===== config.mk =====
export PLATFORM = sky130hd
export DESIGN_NAME = fifo_cdc
export DESIGN_NICKNAME = d
export VERILOG_FILES = /design/src/rtl/fifo_cdc.sv
export SDC_FILE = /design/constraint.sdc
export NUM_CORES = 1
export LEC_CHECK = 0
export CAP_MARGIN = 10
export CORE_MARGIN = 3
export CORE_UTILIZATION = 50
export CTS_BUF_LIST = sky130_fd_sc_hd__clkbuf_4
export CTS_CLUSTER_DIAMETER = 150
export DETAILED_ROUTE_END_ITERATION = 16
export PLACE_DENSITY_LB_ADDON = 0.05
export SYNTH_ARGS = -nofsm -noshare
export SYNTH_HDL_FRONTEND = slang
export SYNTH_SLANG_ARGS = --single-unit
export TNS_END_PERCENT = 20

===== constraint.sdc =====
create_clock -name clkIn -period 1.9 [get_ports clkIn]
set_input_delay 0.38 -clock clkIn [delete_from_list [all_inputs] [get_ports clkIn]]
set_output_delay 0.38 -clock clkIn [all_outputs]
set_load 0.02 [all_outputs]

===== src/rtl/fifo_cdc.sv =====
// fifo_cdc: streaming byte FIFO between the receive MAC and the parser.
// Single clock, auto-draining: each accepted word appears exactly once on
// rdDataOut, in order, qualified by a one-cycle rdDataValidOut strobe.
//
// Output handshake: valid-only. rdDataOut carries a new word on every cycle
// where rdDataValidOut is high. There is no ready input, so the consumer
// must take the word on that cycle. rdDataOut holds its last value otherwise.
//
// XPERIMENTAL_LOW_LAT_CDC picks how far the read side lags the write
// pointer. 1 means the read side uses the registered wrPtr directly. 0 means
// the read side sees wrPtr through two extra register stages. That adds two
// cycles of latency and keeps the pointer path ready for a future split
// into two clock domains.
//
// DEPTH must be a power of two and at least 4. The pointers carry one extra
// wrap bit, which lets full and empty be told apart without a counter.
module fifo_cdc #(
    parameter int DATA_WIDTH              = 8,
    parameter int DEPTH                   = 16,
    parameter bit XPERIMENTAL_LOW_LAT_CDC = 1'b0
) (
    input  logic                  clkIn,
    input  logic                  rstNIn,
    input  logic                  wrEnIn,
    input  logic [DATA_WIDTH-1:0] wrDataIn,
    output logic [DATA_WIDTH-1:0] rdDataOut,
    output logic                  rdDataValidOut,
    output logic                  fullOut,
    output logic                  overflowOut
);

    localparam int ADDR_W = $clog2(DEPTH);
    localparam int PTR_W  = ADDR_W + 1;

    // Reset release synchronizer. Writes are accepted once the release has
    // travelled through both flops, which happens on the 3rd edge after
    // rstNIn rises.
    logic [1:0]            rstSync;
    logic                  writeReady;

    // Binary pointers with one wrap bit above the address bits.
    logic [PTR_W-1:0]      wrPtr;
    logic [PTR_W-1:0]      rdPtr;
    logic [PTR_W-1:0]      wrPtrD1;
    logic [PTR_W-1:0]      wrPtrD2;
    logic [PTR_W-1:0]      visWrPtr;

    logic [DATA_WIDTH-1:0] mem [DEPTH];

    logic                  isEmpty;
    logic                  doWrite;
    logic                  doRead;

    assign writeReady = rstSync[1];

    // The read side compares against the delayed pointer in conservative
    // mode. This is why a word written on edge N is never read on edge N.
    assign visWrPtr = XPERIMENTAL_LOW_LAT_CDC ? wrPtr : wrPtrD2;

    // Full uses the real pointers on both sides. The visible pointer only
    // lags behind, so occupancy is never underestimated.
    assign fullOut = (wrPtr[ADDR_W-1:0] == rdPtr[ADDR_W-1:0]) &&
                     (wrPtr[ADDR_W] != rdPtr[ADDR_W]);

    assign isEmpty = (rdPtr == visWrPtr);
    assign doWrite = wrEnIn && writeReady && !fullOut;
    assign doRead  = !isEmpty;

    // Shift ones into the synchronizer after the reset is released.
    always_ff @(posedge clkIn or negedge rstNIn) begin
        if (!rstNIn) begin
            rstSync <= 2'b00;
        end else begin
            rstSync <= {rstSync[0], 1'b1};
        end
    end

    // Advance the write pointer on every accepted write.
    always_ff @(posedge clkIn or negedge rstNIn) begin
        if (!rstNIn) begin
            wrPtr <= '0;
        end else if (doWrite) begin
            wrPtr <= wrPtr + PTR_W'(1);
        end
    end

    // Storage array. It is not reset, because the pointers alone decide
    // which entries are live.
    always_ff @(posedge clkIn) begin
        if (doWrite) begin
            mem[wrPtr[ADDR_W-1:0]] <= wrDataIn;
        end
    end

    // Two-stage delay of the write pointer toward the read side.
    always_ff @(posedge clkIn or negedge rstNIn) begin
        if (!rstNIn) begin
            wrPtrD1 <= '0;
            wrPtrD2 <= '0;
        end else begin
            wrPtrD1 <= wrPtr;
            wrPtrD2 <= wrPtrD1;
        end
    end

    // Auto-drain: present one word per cycle while the read side sees data.
    always_ff @(posedge clkIn or negedge rstNIn) begin
        if (!rstNIn) begin
            rdPtr          <= '0;
            rdDataOut      <= '0;
            rdDataValidOut <= 1'b0;
        end else if (doRead) begin
            rdPtr          <= rdPtr + PTR_W'(1);
            rdDataOut      <= mem[rdPtr[ADDR_W-1:0]];
            rdDataValidOut <= 1'b1;
        end else begin
            rdDataValidOut <= 1'b0;
        end
    end

    // Sticky overflow flag. Writes ignored during reset release do not
    // count as overflow attempts.
    always_ff @(posedge clkIn or negedge rstNIn) begin
        if (!rstNIn) begin
            overflowOut <= 1'b0;
        end else if (wrEnIn && writeReady && fullOut) begin
            overflowOut <= 1'b1;
        end
    end

endmodule


* Word level (Yosys, flattened, before mapping) *
Memories as Yosys holds them, arrays and structs flattened. A register that Yosys moved wholly into a read port is not among the register bits.
Index checks and enable logic that the tools add are counted.

cells by class
  add/sub/neg operators = 2
  equality and inequality tests = 3
  mux-type cells = 3
  reductions and logical operators = 7

operators by type and width
  kind                                          count
  adder 5 x 1 -> 5 bit (second input constant)  2
  == test 5 bit                                 1
  == test 4 bit                                 1
  logical AND 1 bit                             4
  logical NOT 1 bit                             3
  two-way mux 1 bit                             3
  inequality test 1 bit                         1

word-level totals
  register bits after elaboration = 24
  memory bits (writable) = 128
  input bits = 11
  output and inout bits = 11
  logic and storage cells = 23
  memories = 1

memory list
  name  depth  width  rd ports  clocked after Yosys merged registers in  write ports  RTL line  text
  mem   16     8      1         1                                        1            48        logic [DATA_WIDTH-1:0] mem [DEPTH];

* Logic depth before layout (Yosys ltp) *
  word-level depth = 6
  gate-level depth with buffers = 7
  depth with buffers taken out = 4

* Worst setup path before layout *
No wires, ideal clock.

  path kind = register to register
  start = register wrPtr[2]
  end = memory mem[3][0] (enable)
  setup time = 0.383 ns
  data arrival time = 1.507 ns
  required time = 1.517 ns
  path slack = 0.010 ns
  stages on the path, launching flop included = 6
  cell sequence = dfrtp_1 -> buf_2 -> xnor2_1 -> nand3_1 -> o211ai_1 -> nor3_1

between the ends
  cells in the longest elaborated chain, start to end = 6

RTL lines
  element                                  RTL line  text
  start, declared                          42        logic [PTR_W-1:0] wrPtr;
  start signal, assigned                   83        wrPtr <= wrPtr + PTR_W'(1);
  == test 4 bit                            62        assign fullOut = (wrPtr[ADDR_W-1:0] == rdPtr[ADDR_W-1:0]) &&
  logical AND 1 bit                        62
  logical NOT 1 bit                        66        assign doWrite = wrEnIn && writeReady && !fullOut;
  logical AND 1 bit                        66
  two-way mux 1 bit                        90        if (doWrite) begin
  two-way mux 1 bit (not written as such)  91        mem[wrPtr[ADDR_W-1:0]] <= wrDataIn;
  end, declared                            48

Parallel ways exist; a longest one is shown, timed or not.

* Worst setup path in the final report *
  start = register rdPtr[2]
  end = output port fullOut

between the ends
  cells in the longest elaborated chain, start to end = 2

RTL lines
  element                 RTL line  text
  start, declared         43        logic [PTR_W-1:0] rdPtr;
  start signal, assigned  113       rdPtr <= rdPtr + PTR_W'(1);
  == test 4 bit           62
  logical AND 1 bit       62
  end, declared           28        output logic fullOut,

No other way between the ends.

==> flow_summary.yaml <==
worst_setup_path:
  start_kind: "flop"
  cp_max_fo: 2
  worst_setup_path_end_kind: "output port"
  critPathArrivalTime_ns: 1.56
  cp_data_required_time_ns: 1.52
  critPathKind: "reg -> out"
  rrSetupSlack_ns: 0.03
outcome:
  violations: "setup timing"
  outcome: "finished with violations"
synthesis:
  ys_seq_elements: 160
  yosysTopAreaCell: "edfxtp_1"
  ys_seq_area_frac: 0.733
  syn-num-nets: 364
  yosys_warnings: 0
  synth_ff_type: "edfxtp_1"
  synthCells: 348
  synth_edf_count: 128
  synth_area_um2: 6340
  synth_top_area_share: 0.606
  yosysUniqueCellTypes: 36
  synth.area.top_cells: "edfxtp_1, dfrtp_1, mux2i_1"
  avgSynthCellArea_um2: 18.2
  async_flop_share: 0.200
floorplan:
  num_rows: 40
  die_x_um: 119
  die_area_um2: 14100
  chipHeight_um: 119
  pin_count: 22
  start_util: 0.519
  core-area_um2: 12200
drt:
  drc: 0
  drt_iter0_markers: 227
  drt_pass1_iterations: 4
  antenna_left: 0
  post_drt_wl_per_cell_um: 22.0
  drt-total-wl_um: 13300
  viasPerCell: 5.52
  num_vias: 3348
global_routing:
  antenna_found_initial: 0
  grt_pass1_vias: 3453
  grt_pass1_wl_um: 20700
  grt_usage: 0.203
  grt.overflow.total: 0
  grt_start_max_net_pins: 33
sta:
  setup_viol: 1
  skew_ns: 0.0126
  maxSlewViolCount: 0
  relSlewSlack: 0.579
  period_needed_ns: 1.94
  setup_ws_ns: -0.0434
  max_clock_freq_mhz: 515
  finalSetupTns_ns: -0.0434
  tightestPinTransition_ns: 0.629
  finalHoldViolations: 0
  rsz0062_at_grt: "yes"
  fin_crit_sh: 1.02
finish:
  drive_gt1_frac: 0.267
  stdcell_count: 606
  fill_cells: 982
  n_antenna_cell: 0
  post-route-util: 0.617
  multi_input_area_um2: 1620
  regArea_um2: 4650
  fin_nets: 442
  syn_to_final_growth_pct: 18.8
clock_network:
  clock_path_buffers: 2
  cts_tree: "yes"
  h-tree-depth: 4
  clk_pin_slew_ns: 0.12
  ctsRootBufferMaster: "clkbuf_4"
  cts_hold_buf: 0
  cts_num_sinks: 160
  clk_latency_ns: 0.55
  cts_buffers: 17
power:
  switching_share: 0.339
  power.share.combinational: 0.397
  clkPwrFrac: 0.178
  p_leak_nw: 2.79
  ir_drop_mv: 1.39
  p_seq_frac: 0.425
  power_density_nw_per_um2: 1410
  p_sw_mw: 3.60
  internal_power_mw: 7.03
placement:
  dp_hpwl_um: 9180
  numPortBuffers: 21
  place.gp.congestion: 0.793
  placedCellCount: 570
min_path:
  hp-class: "in -> async"
job:
  maxCapViolCount: 0
registers in the layout (all words and copies together), names as in the netlist:
register        flops
overflowOut         1
rdDataOut           8
rdPtr               5
rdDataValidOut      1
wrPtrD1             5
visWrPtr            5
wrPtr               5
mem               128
rstSync             2
cell usage in the layout (no fill, tap or decap), types with 4 or more instances in the layout:
cell             count
a211oi_1             4
a211oi_2             4
a31oi_1              7
and3_1              14
buf_12              10
buf_4               40
buf_6                5
clkbuf_4            18
clkdlybuf4s50_1     10
clkinv_2             6
dfrtp_1             31
dlygate4sd2_1       10
edfxtp_1           128
ha_1                 5
mux2i_1             31
mux4_1               8
mux4_2               8
nand2_1             11
nor3_1               9
o22ai_1             15
xnor2_1             10
xnor2_2              5
worst max-delay path, stage by stage, from the launching register on:
cell	delay (ns)
dfrtp_1	0.43
xnor2_2	0.22
nand3_2	0.13
nor2_4	0.11
buf_6	0.12
logic make-up after synthesis:
kind of cell | synth area share
compound gates | 0.0430
xor+xnor | 0.0249
fa+ha+maj | 0.00987
buf+inv | 0.0268
flops | 0.733
mux | 0.118
other cells | 0.000591
simple gates | 0.0442
power groups by stage:
stage	sequential [mW]	clock (mW)	combinational [mW]
after floorplan	4.64	0	2.40
after global placement	4.54	0	3.87
after detailed placement	4.57	0	3.89
after CTS	4.49	1.94	3.91
after global routing	4.57	2.10	4.55
final	4.52	1.89	4.23
cell usage after synthesis, types with 4 or more instances:
library cell / number
nand2_1: 11
mux2i_1: 32
nand3_1: 4
xnor2_1: 15
a211oi_1: 9
ha_1: 5
buf_6: 5
and3_1: 14
mux4_2: 4
o22ai_1: 16
mux4_1: 12
dfrtp_1: 32
nor3_1: 9
a31oi_1: 8
buf_2: 9
edfxtp_1: 128
metrics by stage:
stage | power [mW] | hold WS (ns) | area, um2 | setup WS [ns]
after floorplan | 7.05 | 0.0844 | 6340 | 0.00981
after global placement | 8.42 | 0.333 | 7120 | -0.122
after detailed placement | 8.46 | 0.336 | 7120 | -0.128
after CTS | 10.3 | 0.197 | 7400 | -0.132
after global routing | 11.2 | 0.205 | 7530 | -0.195
final | 10.6 | 0.223 | 7530 | -0.0434
final timing paths:
path / startpoint / cells after the start / endpoint
min in group clkIn: wrPtrD1[0]$_DFF_PN0_ / 0 / visWrPtr[0]$_DFF_PN0_
setup reg to reg: rdPtr[0]$_DFFE_PN0P_ / 6 / rdDataOut[7]$_DFFE_PN0P_
setup / recovery: rdPtr[2]$_DFFE_PN0P_ / 4 / fullOut
hold reg to reg: wrPtrD1[0]$_DFF_PN0_ / 0 / visWrPtr[0]$_DFF_PN0_
max in group asynchronous: rstNIn / 2 / rdPtr[0]$_DFFE_PN0P_
hold / removal: rstNIn / 2 / rdPtr[0]$_DFFE_PN0P_
timing repair:
action                                  4_1_cts  5_1_grt
pin swaps                                     2        6
resized for setup                            22       27
hold endpoints to repair                      0        0
buffers inserted                              0        5
endpoints found under the setup margin       13       10
gates cloned                                  0        0
routing by layer:
metal / track usage / part of all wire / vias up
met4: 0.0717 / 0.018 / 0
li1: - / - / 1532
met5: 0 / 0 / -
met2: 0.313 / 0.48 / 79
met1: 0.284 / 0.45 / 1713
met3: 0.0498 / 0.050 / 24
final cells by class:
class,count,share of cell area
Clock buffer,18,0.0179
Clock inverter,13,0.0163
Inverter,3,0.00149
Multi-Input combinational cell,166,0.215
Tap cell,168,0.0279
Sequential cell,160,0.617
Timing Repair Buffer,78,0.105
Note: power is estimated with default switching activity, not from simulation.
